$ cat src/rtl/pong_pkg.sv
// Shared types, default geometry and small helpers for the pong game controller.
package pong_pkg;

    // Game FSM states; the numeric values are visible on the state output.
    typedef enum logic [1:0] {
        ST_IDLE   = 2'd0,
        ST_PLAY   = 2'd1,
        ST_SCORED = 2'd2,
        ST_OVER   = 2'd3
    } state_e;

    // Direction along one axis: positive is right on x and down on y.
    typedef enum logic {
        DIR_NEG = 1'b0,
        DIR_POS = 1'b1
    } dir_e;

    // Default screen, ball, paddle and game-rule constants.
    localparam int DEF_SCREEN_W    = 640;
    localparam int DEF_SCREEN_H    = 480;
    localparam int DEF_BALL_SIZE   = 4;
    localparam int DEF_PADDLE_W    = 5;
    localparam int DEF_PADDLE_H    = 50;
    localparam int DEF_STEP        = 1;
    localparam int DEF_WIN_SCORE   = 9;
    localparam int DEF_HOLD_FRAMES = 60;

    // Reverse a direction.
    function automatic dir_e flip_dir(input dir_e d);
        return (d == DIR_POS) ? DIR_NEG : DIR_POS;
    endfunction

    // Clamp a signed 11-bit coordinate onto [0, hi] so a step past an edge never wraps.
    function automatic logic [9:0] clamp_coord(input logic signed [10:0] v,
                                               input logic        [9:0]  hi);
        if (v < 11'sd0) begin
            return 10'd0;
        end
        if (v > $signed({1'b0, hi})) begin
            return hi;
        end
        return v[9:0];
    endfunction

endpackage

$ cat src/rtl/pong_collide.sv
// Combinational ball motion and collision resolution for one game update:
// steps the ball, clamps it onto the screen, resolves paddle bounces and
// wall bounces, and flags a miss at either side.
module pong_collide
    import pong_pkg::*;
#(
    parameter int SCREEN_W  = DEF_SCREEN_W,
    parameter int SCREEN_H  = DEF_SCREEN_H,
    parameter int BALL_SIZE = DEF_BALL_SIZE,
    parameter int PADDLE_W  = DEF_PADDLE_W,
    parameter int PADDLE_H  = DEF_PADDLE_H,
    parameter int STEP      = DEF_STEP
) (
    input  logic [9:0] x_i,
    input  logic [9:0] y_i,
    input  dir_e       dx_i,
    input  dir_e       dy_i,
    input  logic [9:0] p1_y_i,
    input  logic [9:0] p2_y_i,
    output logic [9:0] x_o,
    output logic [9:0] y_o,
    output dir_e       dx_o,
    output dir_e       dy_o,
    output logic       miss_left_o,
    output logic       miss_right_o
);

    // Largest legal top-left corner on each axis.
    localparam logic [9:0] X_MAX = 10'(SCREEN_W - BALL_SIZE);
    localparam logic [9:0] Y_MAX = 10'(SCREEN_H - BALL_SIZE);

    // x positions where the ball rests against the left and right paddle faces.
    localparam logic [9:0] X_HIT_L = 10'(PADDLE_W);
    localparam logic [9:0] X_HIT_R = 10'(SCREEN_W - PADDLE_W - BALL_SIZE);

    localparam logic signed [10:0] STEP_S  = 11'(STEP);
    localparam logic        [10:0] BALL_U  = 11'(BALL_SIZE);
    localparam logic        [10:0] PAD_H_U = 11'(PADDLE_H);

    logic signed [10:0] x_raw;
    logic signed [10:0] y_raw;
    logic        [9:0]  x_clamp;
    logic        [9:0]  y_clamp;
    logic               rows_left;
    logic               rows_right;

    // Raw next position at 11-bit signed width, then clamped onto the screen.
    always_comb begin
        x_raw = (dx_i == DIR_POS) ? ($signed({1'b0, x_i}) + STEP_S)
                                  : ($signed({1'b0, x_i}) - STEP_S);
        y_raw = (dy_i == DIR_POS) ? ($signed({1'b0, y_i}) + STEP_S)
                                  : ($signed({1'b0, y_i}) - STEP_S);
        x_clamp = clamp_coord(x_raw, X_MAX);
        y_clamp = clamp_coord(y_raw, Y_MAX);
    end

    // Vertical overlap of the ball (at its current row) with each paddle, in 11 bits
    // so a paddle near the bottom of the coordinate range cannot wrap.
    assign rows_left  = (({1'b0, y_i} + BALL_U) > {1'b0, p1_y_i}) &&
                        ({1'b0, y_i} < ({1'b0, p1_y_i} + PAD_H_U));
    assign rows_right = (({1'b0, y_i} + BALL_U) > {1'b0, p2_y_i}) &&
                        ({1'b0, y_i} < ({1'b0, p2_y_i} + PAD_H_U));

    // Paddle test decides x and dx first; the wall test on y is independent, so a
    // corner contact flips both directions in the same update.
    always_comb begin
        // NOTE: every output gets a default before any branch, so no path can leave one unassigned and infer a latch.
        x_o          = x_clamp;
        y_o          = y_clamp;
        dx_o         = dx_i;
        dy_o         = dy_i;
        miss_left_o  = 1'b0;
        miss_right_o = 1'b0;

        if (dx_i == DIR_NEG) begin
            if ((x_clamp <= X_HIT_L) && rows_left) begin
                x_o  = X_HIT_L;
                dx_o = DIR_POS;
            end else if (x_clamp == 10'd0) begin
                miss_left_o = 1'b1;
            end
        end else begin
            if ((x_clamp >= X_HIT_R) && rows_right) begin
                x_o  = X_HIT_R;
                dx_o = DIR_NEG;
            end else if (x_clamp == X_MAX) begin
                miss_right_o = 1'b1;
            end
        end

        if ((y_clamp == 10'd0) || (y_clamp == Y_MAX)) begin
            dy_o = flip_dir(dy_i);
        end
    end

endmodule

$ cat src/rtl/pong_game_ctrl.sv
// Pong game controller: owns the game FSM, ball position and direction, the two
// scores and the post-point hold counter. All progress happens on frame_tick.
module pong_game_ctrl
    import pong_pkg::*;
#(
    parameter int SCREEN_W    = DEF_SCREEN_W,
    parameter int SCREEN_H    = DEF_SCREEN_H,
    parameter int BALL_SIZE   = DEF_BALL_SIZE,
    parameter int PADDLE_W    = DEF_PADDLE_W,
    parameter int PADDLE_H    = DEF_PADDLE_H,
    parameter int STEP        = DEF_STEP,
    parameter int WIN_SCORE   = DEF_WIN_SCORE,
    parameter int HOLD_FRAMES = DEF_HOLD_FRAMES
) (
    input  logic       pixel_clk,
    input  logic       rst_n,
    input  logic       frame_tick,
    input  logic       serve,
    input  logic [9:0] p1_y,
    input  logic [9:0] p2_y,
    output logic [9:0] ball_x,
    output logic [9:0] ball_y,
    output logic [3:0] score1,
    output logic [3:0] score2,
    output logic [1:0] state,
    output logic       ball_en
);

    localparam logic [9:0] X_CENTRE = 10'((SCREEN_W - BALL_SIZE) / 2);
    localparam logic [9:0] Y_CENTRE = 10'((SCREEN_H - BALL_SIZE) / 2);
    localparam logic [3:0] WIN      = 4'(WIN_SCORE);

    // Hold counter counts 0 .. HOLD_FRAMES-1 while a point is being shown.
    localparam int              HOLD_W    = (HOLD_FRAMES > 1) ? $clog2(HOLD_FRAMES) : 1;
    localparam logic [HOLD_W-1:0] HOLD_LAST = HOLD_W'(HOLD_FRAMES - 1);

    state_e              state_q,   state_d;
    logic   [9:0]        ball_x_q,  ball_x_d;
    logic   [9:0]        ball_y_q,  ball_y_d;
    dir_e                dx_q,      dx_d;
    dir_e                dy_q,      dy_d;
    logic   [3:0]        score1_q,  score1_d;
    logic   [3:0]        score2_q,  score2_d;
    logic   [HOLD_W-1:0] hold_q,    hold_d;

    logic [9:0] col_x;
    logic [9:0] col_y;
    dir_e       col_dx;
    dir_e       col_dy;
    logic       col_miss_left;
    logic       col_miss_right;

    // Add one point, saturating at the winning score.
    function automatic logic [3:0] sat_inc(input logic [3:0] s);
        return (s >= WIN) ? WIN : (s + 4'd1);
    endfunction

    pong_collide #(
        .SCREEN_W  (SCREEN_W),
        .SCREEN_H  (SCREEN_H),
        .BALL_SIZE (BALL_SIZE),
        .PADDLE_W  (PADDLE_W),
        .PADDLE_H  (PADDLE_H),
        .STEP      (STEP)
    ) u_collide (
        .x_i          (ball_x_q),
        .y_i          (ball_y_q),
        .dx_i         (dx_q),
        .dy_i         (dy_q),
        .p1_y_i       (p1_y),
        .p2_y_i       (p2_y),
        .x_o          (col_x),
        .y_o          (col_y),
        .dx_o         (col_dx),
        .dy_o         (col_dy),
        .miss_left_o  (col_miss_left),
        .miss_right_o (col_miss_right)
    );

    // Game state registers; reset recentres the ball and abandons any point in progress.
    always_ff @(posedge pixel_clk or negedge rst_n) begin
        if (!rst_n) begin
            state_q  <= ST_IDLE;
            ball_x_q <= X_CENTRE;
            ball_y_q <= Y_CENTRE;
            dx_q     <= DIR_POS;
            dy_q     <= DIR_POS;
            score1_q <= 4'd0;
            score2_q <= 4'd0;
            hold_q   <= '0;
        end else begin
            // NOTE: non-blocking assignments, so every register samples the pre-edge values from the always_comb block.
            state_q  <= state_d;
            ball_x_q <= ball_x_d;
            ball_y_q <= ball_y_d;
            dx_q     <= dx_d;
            dy_q     <= dy_d;
            score1_q <= score1_d;
            score2_q <= score2_d;
            hold_q   <= hold_d;
        end
    end

    // Next-state logic: everything holds unless frame_tick is high this cycle.
    always_comb begin
        state_d  = state_q;
        ball_x_d = ball_x_q;
        ball_y_d = ball_y_q;
        dx_d     = dx_q;
        dy_d     = dy_q;
        score1_d = score1_q;
        score2_d = score2_q;
        hold_d   = hold_q;

        if (frame_tick) begin
            unique case (state_q)
                ST_IDLE: begin
                    ball_x_d = X_CENTRE;
                    ball_y_d = Y_CENTRE;
                    if (serve) begin
                        state_d = ST_PLAY;
                    end
                end

                ST_PLAY: begin
                    ball_x_d = col_x;
                    ball_y_d = col_y;
                    dx_d     = col_dx;
                    dy_d     = col_dy;
                    // The next serve heads toward whoever lost the point.
                    if (col_miss_left) begin
                        score2_d = sat_inc(score2_q);
                        dx_d     = DIR_NEG;
                        hold_d   = '0;
                        state_d  = ST_SCORED;
                    end else if (col_miss_right) begin
                        score1_d = sat_inc(score1_q);
                        dx_d     = DIR_POS;
                        hold_d   = '0;
                        state_d  = ST_SCORED;
                    end
                end

                ST_SCORED: begin
                    if (hold_q == HOLD_LAST) begin
                        hold_d   = '0;
                        ball_x_d = X_CENTRE;
                        ball_y_d = Y_CENTRE;
                        state_d  = ((score1_q == WIN) || (score2_q == WIN)) ? ST_OVER : ST_IDLE;
                    end else begin
                        hold_d = hold_q + HOLD_W'(1);
                    end
                end

                ST_OVER: begin
                    if (serve) begin
                        score1_d = 4'd0;
                        score2_d = 4'd0;
                        ball_x_d = X_CENTRE;
                        ball_y_d = Y_CENTRE;
                        state_d  = ST_IDLE;
                    end
                end
            endcase
        end
    end

    // Outputs come straight from registers, so reset reaches them without a clock edge.
    assign ball_x  = ball_x_q;
    assign ball_y  = ball_y_q;
    assign score1  = score1_q;
    assign score2  = score2_q;
    assign state   = state_q;
    assign ball_en = (state_q == ST_IDLE) || (state_q == ST_PLAY);

endmodule

$ cat config.mk
export PLATFORM = sky130hd
export DESIGN_NAME = pong_game_ctrl
export DESIGN_NICKNAME = d
export VERILOG_FILES = /design/src/rtl/pong_pkg.sv /design/src/rtl/pong_collide.sv /design/src/rtl/pong_game_ctrl.sv
export SDC_FILE = /design/constraint.sdc
export NUM_CORES = 1
export LEC_CHECK = 0
export CORE_MARGIN = 3
export CORE_UTILIZATION = 38
export DETAILED_ROUTE_END_ITERATION = 16
export GPL_TIMING_DRIVEN = 0
export PLACE_DENSITY = 0.58
export RECOVER_POWER = 25
export SYNTH_ARGS = -nofsm -noshare
export SYNTH_HDL_FRONTEND = slang
export SYNTH_SLANG_ARGS = --single-unit
export TNS_END_PERCENT = 50
$ cat constraint.sdc
create_clock -name pixel_clk -period 7.26 [get_ports pixel_clk]
set_input_delay 0.726 -clock pixel_clk [delete_from_list [all_inputs] [get_ports pixel_clk]]
set_output_delay 0.726 -clock pixel_clk [all_outputs]
set_load 0.02 [all_outputs]
* Word-level counts from Yosys, hierarchy flattened *
Index checks and enable logic that the tools add are counted.

cells by class
  reductions and logical operators = 19
  equality and inequality tests = 15
  multiplexer cells = 56
  $lt $le $gt $ge = 12
  add/sub/neg operators = 10

operator list
  kind                   count
  $mux 10                15
  $pmux 10 s4            2
  $mux 4                 6
  $add 10x1->11 const B  2
  $add 10x6->11 const B  2
  $gt 11x10->1           2
  $lt 10x11->1           2
  $lt 11x1->1 const B    2
  $mux 11                2
  $sub 10x1->11 const B  2
  $logic_not 10->1       2
  $mux 1                 18
  $mux 6                 3
  $pmux 4 s2             2
  $mux 2                 6
  $ne 2x2->1 const B     6
  $pmux 6 s2             1
  $add 10x3->11 const B  1
  $gt 11x10->1 const B   1
  $gt 11x11->1 const B   1
  $eq 10x10->1 const B   1
  $eq 10x9->1 const B    1
  $ge 10x10->1 const B   1
  $le 10x3->1 const B    1
  other kinds (17)       30

storage, ports and cells
  output and inout port bits = 31
  bits of input ports = 24
  word-level logic and storage cells = 120
  register bits after elaboration = 38

* Logic depth before layout (Yosys ltp) *
Gate-level depths: netlist of run 1.

  depth after elaboration = 14
  mapped depth = 14
  depth with buffers taken out = 14

* Modules after synthesis *
From an unflattened synthesis of run 1, not the netlist that was laid out.

second synthesis, totals
  cells, all modules = 537
  area, all modules = 4623.2 sq um

by module, submodules not included
  module          seq. area each (sq um)  times used  cells each  area an instance (sq um)
  pong_collide    0.0                     1           369         2803.9
  pong_game_ctrl  968.4                   1           168         1819.2

* Worst setup path before layout of run 1 *
No wires, ideal clock.

  path type = flip-flop to flip-flop
  start point = register dx_q
  end point = register state_q[0], in the netlist state[0]
  cell stages (with the launch flop) = 13
  setup slack = 3.838 ns
  required time = 7.142 ns
  setup time = 0.118 ns
  period minus slack after synthesis = 3.422 ns
  buffers on the path = 1
  arrival = 3.304 ns
  cell sequence = dfstp_2 inv_1 ha_1 buf_6 and2_4 a221o_1 or4_4 a32oi_2 a41oi_2 a211oi_4 a21o_2 o21ai_0 a21o_1

on the way
  word-level cells in the longest chain between the ends = 12
  elaborated cells on any way between the ends = 25
  classes of those cells = order compare (4); eq/ne (2); mux (15); reduce/logical (4)

ends and longest elaborated chain
  what                                                      line                                    RTL
  start: declaration                                        pong_game_ctrl.sv:40                    dir_e dx_q, dx_d;
  start signal: assignment                                  pong_game_ctrl.sv:86                    dx_q <= DIR_POS;
  start signal: assignment                                  pong_game_ctrl.sv:96                    dx_q <= dx_d;
  $mux 11                                                   pong_collide.sv:49                      x_raw = (dx_i == DIR_POS) ? ($signed({1'b0, x_i}) + STEP_S)
  $gt 11x11->1                                              pong_pkg.sv:39                          if (v > $signed({1'b0, hi})) begin
  $mux 1 (2 in series)                                      pong_pkg.sv:39
  $mux 10                                                   pong_pkg.sv:42                          return v[9:0];
  $mux 10                                                   pong_pkg.sv:39
  $le 10x3->1, or another cell as far along                 pong_collide.sv:76                      if ((x_clamp <= X_HIT_L) && rows_left) begin
  $logic_and 1x1->1, or another cell as far along           pong_collide.sv:76
  $mux 1 (on tied branches)                                 pong_collide.sv:76, pong_collide.sv:83
  $mux 1                                                    pong_collide.sv:75                      if (dx_i == DIR_NEG) begin
  $ne 3x3->1 (no line) or $mux 2 (tied branches)            --
  $reduce_and 5->1 (no line) or $pmux 2 s4 (tied branches)  --
  end signal: assignment                                    pong_game_ctrl.sv:93                    state_q <= state_d;
  end: declaration                                          pong_game_ctrl.sv:37                    state_e state_q, state_d;

Several ways; a longest one is shown, not always the timed one. The select of a mux whose other input is x is not followed.
A chain may end at the register's enable or synchronous reset.

* Worst setup path after layout of run 1 *
  start point = input port p2_y[1]
  end point = register score1_q[1], in the netlist score1[1]

on the way
  word-level cells in the longest chain between the ends = 8
  elaborated cells on any way between the ends = 9
  classes of those cells = add/sub (1); order compare (2); eq/ne (1); mux (2); reduce/logical (3)

ends and longest elaborated chain
  what                          line                  RTL
  start: declaration            pong_game_ctrl.sv:20  input logic [9:0] p2_y,
  $add 10x6->11                 pong_collide.sv:62    ({1'b0, y_i} < ({1'b0, p2_y_i} + PAD_H_U));
  $lt 10x11->1                  pong_collide.sv:62
  $logic_and 1x1->1 *           pong_collide.sv:61    assign rows_right = (({1'b0, y_i} + BALL_U) > {1'b0, p2_y_i}) &&
  $logic_and 1x1->1 *           pong_collide.sv:83    if ((x_clamp >= X_HIT_R) && rows_right) begin
  $mux 1 *                      pong_collide.sv:83
  $mux 1 *                      pong_collide.sv:75
  $ne 2x2->1 (no line) *        --
  $reduce_and 5->1 (no line) *  --
  end signal: assignment        pong_game_ctrl.sv:98  score1_q <= score1_d;
  end: declaration              pong_game_ctrl.sv:42  logic [3:0] score1_q, score1_d;

Mark *: on every way between the ends. The rest lies on a longest branch, timed or not.

==> results of run 1 <==
registers in the layout (all words and copies together) (netlist names):
| register | flops |
|---|---|
| hold_q | 6 |
| dy_q | 1 |
| score2 | 4 |
| state | 2 |
| score1 | 4 |
| dx_q | 1 |
| ball_y | 10 |
| ball_x | 10 |
cells in the final DEF (no fill, tap or decap), drive strengths merged, types with 12 or more instances in the layout:
| cell | synthesis | routed |
|---|---|---|
| ha | 68 | 68 |
| nor3 | 12 | 12 |
| dfstp | 14 | 14 |
| nor2 | 51 | 51 |
| clkdlybuf4s50 | 0 | 53 |
| and2 | 12 | 12 |
| o21ai | 44 | 44 |
| inv | 39 | 39 |
| dfrtp | 24 | 24 |
| nand4 | 13 | 13 |
| nand3 | 19 | 19 |
| a21oi | 34 | 34 |
| xnor2 | 27 | 27 |
| nand2 | 53 | 53 |
| clkbuf | 7 | 15 |
| a21o | 15 | 15 |
synth_stat cells, drive strengths merged (6+ instances only):
cell type | instances | share of area, %
nor2 | 51 | 4.2
a21o | 15 | 2.5
clkbuf | 7 | 0.58
dfrtp | 24 | 13
xnor2 | 27 | 5.2
a2111oi | 7 | 1.5
and2 | 12 | 1.8
a21oi | 34 | 3.7
nand4 | 13 | 1.8
a31oi | 9 | 1.2
inv | 39 | 3.2
o21ai | 44 | 4.9
nor3 | 12 | 1.3
xor2 | 9 | 1.7
nand3 | 19 | 2.1
dfstp | 14 | 8.1
a211oi | 10 | 1.9
ha | 68 | 19
nand2 | 53 | 4.4
o211ai | 6 | 0.99
metrics by stage:
stage,power (W),std cells,utilization [%],setup WS (ns)
after floorplan,0.00167,562,-,3.84
after global placement,0.00213,759,45.5,2.89
after detailed placement,0.00216,759,45.4,2.86
after CTS,0.00240,767,46.7,3.13
after global routing,0.00264,767,46.7,2.95
final,0.00239,767,46.7,3.16
metal layers:
| layer | vias to the layer above | routed length, um | global-route usage, % |
|---|---|---|---|
| met5 | - | 0 | 0 |
| met4 | 0 | 180 | 4.15 |
| met3 | 14 | 360 | 1.79 |
| met2 | 71 | 5580 | 31.2 |
| met1 | 2076 | 6160 | 26.7 |
| li1 | 2218 | - | - |
final timing paths:
| check | endpoint | slack, ns | depth (start not counted) |
|---|---|---|---|
| max in group asynchronous | ball_y[0] | 5.04 | 1 |
| min | dy_q | 0.51 | 1 |
| min reg2reg | dy_q | 0.51 | 1 |
| min in group asynchronous | score1[0] | 1.04 | 1 |
| max | score1[1] | 3.16 | 14 |
| max reg2reg | ball_x[9] | 3.33 | 13 |
worst reg2reg max path, delay by kind of cell, from the launching register on:
kind	cells	cell delay (ns)
flops	1	0.68
simple gates	6	1.51
xor+xnor	1	0.18
fa+ha+maj	2	0.62
compound gates	4	0.83
report_power, final:
group          internal, W  switching (W)
logic             0.000731       0.000998
clock network     0.000136      0.0000798
registers         0.000310       0.000136
cell type report:
type | instances | area (um^2)
clock inverters | 1 | 5.00
flip-flops and latches | 38 | 968
multi-input cells | 476 | 3380
inverters | 39 | 146
fillers | 1142 | 6160
repair buffers | 54 | 534
well taps | 143 | 179
clock buffers | 7 | 143
plain buffers | 9 | 42.5
cells by family after synthesis:
logic type               Yosys count
buffers and inverters             48
flip-flops                        38
AO/OA/AOI/OAI                    173
XOR/XNOR                          36
AND/OR/NAND/NOR                  194
multiplexers                       3
adder cells (fa/ha/maj)           70
==> impl_metrics.csv, run 1 <==
group,metric,value,unit
power,peakVddDrop,0.136,mV
timing,maxSlewHeadroom,-37.2,%
place,dp_hpwl,9580,um
yosys,yosys.area_share.simple,21.0,%
place,portBuffers,54,
place,gp_congestion,0.901,
clock_network,hold_buffers,0,
power,p_leak,2.43,nW
yosys,syn_avg_cell_area,8.08,um^2
setup_path,path_class,"input pin to register",
timing,setup_viol,0,
floorplanning,fp.dieW,115,um
clock_network,clock-sinks,38,
setup_path,worstPathMaxFanout,5,
place,place_area,5250,um^2
setup_path,cp.required,7.42,ns
setup_path,critPathLaunch,"p2_y[1]",
yosys,muxShareOfSynthArea,0.689,%
setup_path,arrival,4.27,ns
clock_network,cts.clk_slew.worst_paths,0.06,ns
clock_network,cts_setup_buffers,0,
yosys,synth_top_family_by_area,"compound AO/OA/AOI/OAI gates",
worst_hold_path,min-delay-start,"dy_q",
setup_path,slowest_delay,0.49,ns
power,pwr_density_cell,443,nW/um^2
setup_path,r2r-start,"ball_y[3]",
clock_network,htreeDepth,2,
floorplanning,num_io_pins,55,
timing,hold_viol_final,0,
clock_network,cts_made_buffers,5,
yosys,netlist_instances,562,
routing,wirelength,12300,um
yosys,synth_fp_nets,656,
setup_path,worstPathCellList,"clkdlybuf4s50_1 > ha_1 > a21oi_1 > nand2_1 > nand2_1 > xnor2_1 > ha_1 > a21o_1 > a211o_1 > o21ai_0 > o211ai_1 > o2111a_1 > a31oi_1 > mux2_2",
cells_and_area,insertedDiodeCount,0,
setup_path,worstSetupEndpointType,"register",
run_status,violations,"max-capacitance violations, max-slew violations",
grt,overflow,0,
flow_run,maxCapViolCount,1,
routing,avgViaCountPerCell,5.71,
grt,grt_max_degree,39,
timing,fin_tns_setup,0,ns
clock_network,cts_buffer_depth,2,
grt,antenna_found_initial,0,
floorplanning,initial_core_util,39.3,%
setup_path,cp_slowest_cell,"clkdlybuf4s50_1",
grt,track_usage,18.8,%
setup_path,crit_family,"compound AO/OA/AOI/OAI gates",
yosys,synth_fa_ha_area_share,19.6,%
timing,finalCritPeriodShare,56.5,%
timing,tightestPinTransition,2.06,ns
clock_network,cts.repair.resized,0,
grt,grt_pass1_vias,4316,
yosys,ys_seq_area_share,21.3,%
cells_and_area,area_delta_synth_final,19.0,%
floorplanning,rows,39,
timing,fmax,0.244,GHz
grt,grt_pass1_wl,20700,um
cells_and_area,drive_above_1_share,6.73,%
yosys,ys_types,73,
routing,wl_per_cell,16.0,um
routing,antenna_left,0,
setup_path,cp-start-kind,"input pin",
routing,drt-pass1-iter-count,5,
routing,dr_total_vias,4379,
floorplanning,core_area,11600,um^2
clock_network,clock_latency,0.27,ns
timing,hold_slack,0.508,ns
routing,drt_iter0_markers,260,
cells_and_area,finalInstanceArea,5400,um^2
setup_path,worst-path-buf-inv,1,
run_status,status,"finished, violations left",
yosys,synth_xor_area_share,6.95,%
timing,skew,0.00655,ns
yosys,synth_compound_area_share,26.2,%
clock_network,cts_tree,"yes",
timing,slew_violations,39,
yosys,synth_warnings,0,
yosys,async_flop_share,100,%
yosys,synth_seq_cells,38,
floorplanning,die_area,13300,um^2
worst_hold_path,hold_path.class,"register to register",
routing,drc_errors,0,
yosys,synth_area,4540,um^2
timing,rsz0062_at_grt,"no",
yosys,ys.flop_type,"dfrtp_1",
clock_network,root_buffer,"clkbuf_16",
cells_and_area,nets,717,
yosys,synth-edff-count,0,
timing,fin_crit,4.10,ns
floorplanning,die_h,115,um
Power figures use the tool's default switching activity.
==> run 2, diff against run 1 <==
clock period = 3.95 ns   (was 7.26 ns; I/O delays follow)
==> run 2 against run 1 <==
The run still ends with max-capacitance violations, max-slew violations left; global-route usage increased by 0.055 points; sequential share of layout area decreased by 0.18 points; clock skew increased by 0.00053 ns; via count increased by 0.16%; sequential power increased by 83%; routed wire length increased by 1.1%; worst setup slack got worse by 3.0 ns.
==> impl_metrics.csv, run 2 (synthesis results as in run 1) <==
group,metric,value,unit
cells_and_area,drive_above_1_share,8.45,%
grt,grt_pass1_vias,4330,
place,place_area,5250,um^2
power,p_leak,2.44,nW
cells_and_area,area_delta_synth_final,20.1,%
grt,grt_pass1_wl,20800,um
clock_network,cts_buffer_depth,2,
floorplanning,die_area,13300,um^2
timing,maxSlewHeadroom,-37.6,%
setup_path,cp-start-kind,"register",
timing,tightestPinTransition,2.06,ns
run_status,violations,"max-capacitance violations, max-slew violations",
place,gp_congestion,0.901,
worst_hold_path,min-delay-start,"dy_q",
setup_path,r2r-end,"hold_q[2]",
routing,wirelength,12400,um
routing,avgViaCountPerCell,5.70,
setup_path,worstPathMaxFanout,8,
grt,antenna_found_initial,0,
floorplanning,die_h,115,um
routing,drt_iter0_markers,239,
grt,grt_max_degree,39,
place,place_ws,-0.124,ns
clock_network,htreeDepth,2,
cells_and_area,fillers,1137,
power,peakVddDrop,0.251,mV
cells_and_area,finish.utilization,47.2,%
timing,finalCritPeriodShare,95.7,%
clock_network,clock-sinks,38,
timing,fin_crit,3.78,ns
flow_run,maxCapViolCount,1,
cells_and_area,multi_input_area,3410,um^2
setup_path,path_class,"register to register",
power,pwr_density_cell,811,nW/um^2
setup_path,reg2regPathDepth,12,
place,dp_hpwl,9580,um
cells_and_area,finalInstanceArea,5450,um^2
setup_path,crit_family,"compound AO/OA/AOI/OAI gates",
setup_path,slowest_delay,0.57,ns
setup_path,worst-path-buf-inv,2,
grt,track_usage,18.9,%
routing,drt-pass1-iter-count,4,
cells_and_area,mostFrequentLayoutCells,"68 x ha_1, 53 x clkdlybuf4s50_1, 52 x nand2_1",
clock_network,clock_latency,0.27,ns
cells_and_area,nets,720,
setup_path,arrival,3.94,ns
timing,rsz0062_at_grt,"yes",
cells_and_area,insertedDiodeCount,0,
floorplanning,fp.dieW,115,um
routing,wl_per_cell,16.1,um
worst_hold_path,hold_depth,1,
timing,final.setup.worst_slack,0.169,ns
routing,drc_errors,0,
floorplanning,rows,39,
worst_hold_path,hold_path.class,"register to register",
routing,dr_total_vias,4386,
setup_path,r2r_slack,0.17,ns
setup_path,worstSetupEndpointType,"register",
floorplanning,initial_core_util,39.3,%
clock_network,hold_buffers,0,
worst_hold_path,holdPathEnd,"dy_q",
cells_and_area,final_common_cell,"ha_1",
cells_and_area,final-seq-area,968,um^2
clock_network,cts_made_buffers,5,
setup_path,cp_slowest_cell,"dfstp_2",
setup_path,r2r-start,"dx_q",
floorplanning,core_area,11600,um^2
place,portBuffers,54,
floorplanning,num_io_pins,55,
grt,overflow,0,
timing,setup_viol,0,
run_status,status,"finished, violations left",
routing,antenna_left,0,
timing,slew_violations,39,
clock_network,root_buffer,"clkbuf_16",
setup_path,worstPathCellList,"clkinvlp_4 > ha_1 > buf_2 > and2_4 > a221o_1 > or4_4 > a32oi_2 > a41oi_2 > a211oi_4 > a21o_2 > o21ai_1 > a31o_1",
setup_path,cp.required,4.11,ns
timing,fmax,0.264,GHz
timing,skew,0.00708,ns
clock_network,cts.clk_slew.worst_paths,0.06,ns
timing,hold_viol_final,0,
clock_network,cts_tree,"yes",
## run 2: final cells by class
| class | instances | share of cell area (%) |
|---|---|---|
| plain buffers | 8 | 0.711 |
| clock inverters | 1 | 0.0918 |
| inverters | 39 | 2.75 |
| repair buffers | 58 | 10.3 |
| flip-flops and latches | 38 | 17.8 |
| multi-input cells | 476 | 62.5 |
| clock buffers | 7 | 2.62 |
| well taps | 143 | 3.28 |
## run 2: metrics by stage
stage / power (W) / instances / setup TNS, ns / hold slack, ns
3_3_place_gp: 0.00392 / 759 / -0.0864 / 0.495
4_1_cts: 0.00441 / 767 / 0 / 0.264
3_5_place_dp: 0.00398 / 759 / -0.124 / 0.501
6_report: 0.00442 / 770 / 0 / 0.508
5_1_grt: 0.00488 / 770 / -0.00522 / 0.525
2_1_floorplan: 0.00307 / 562 / 0 / 0.0994
## run 2: repair_timing
item,in CTS,in global routing
pin swaps,0,0
setup endpoints to repair,1,17
buffers inserted,0,4
gates cloned,0,0
resized for setup,1,6
## run 2: worst max path at each step
stage / start / to / slack (ns) / cells after the start
floorplan: dx_q / state[0] / 0.53 / 12
global placement: p2_y[1] / score1[1] / -0.09 / 14
detailed placement: p2_y[1] / score1[1] / -0.12 / 14
CTS: dx_q / state[0] / 0.07 / 12
global route: ball_y[2] / ball_x[9] / -0.005 / 13
finish: dx_q / hold_q[2] / 0.17 / 12
## run 2: worst register-to-register path, delay by kind of cell, from the launching register on
kind / cells / cell delay [ns]
adder cells (fa/ha/maj): 1 / 0.32
flip-flops: 1 / 0.57
AND/OR/NAND/NOR: 2 / 0.71
AO/OA/AOI/OAI: 7 / 1.68
buffers and inverters: 2 / 0.38
## run 2: power breakdown
group / internal, W / switching (W)
Clock: 0.000250 / 0.000146
Combinational: 0.00135 / 0.00185
Sequential: 0.000570 / 0.000249
Total: 0.00217 / 0.00225
## run 2: per-layer routing
layer  vias up  part of all wire, %  GRT usage [%]
met4         0                  1.4           4.15
met3        12                  3.3           1.79
li1       2218                    -              -
met1      2082                   49           26.8
met2        74                   46           31.3
met5         -                    0              0
==> run 3, diff against run 2 <==
clock period = 4.2 ns   (was 3.95 ns; I/O delays follow)
==> results of run 3 <==
The final DEF is identical to that of run 1. Status: finished, violations left: max-capacitance violations, max-slew violations.
Main changes from that run: setup slack after placement 2.86 ns -> 0.101 ns; clock-pin slew on the worst setup and hold paths 0.06 ns -> 0.05 ns; setup slack after layout 3.16 ns -> 0.269 ns; start point of the critical path p2_y[1] -> ball_y[3]; end point of the critical path score1[1] -> ball_x[9]; register-to-register setup slack 3.33 ns -> 0.27 ns; total power 0.00239 W -> 0.00413 W; worst IR drop on VDD 0.136 mV -> 0.236 mV
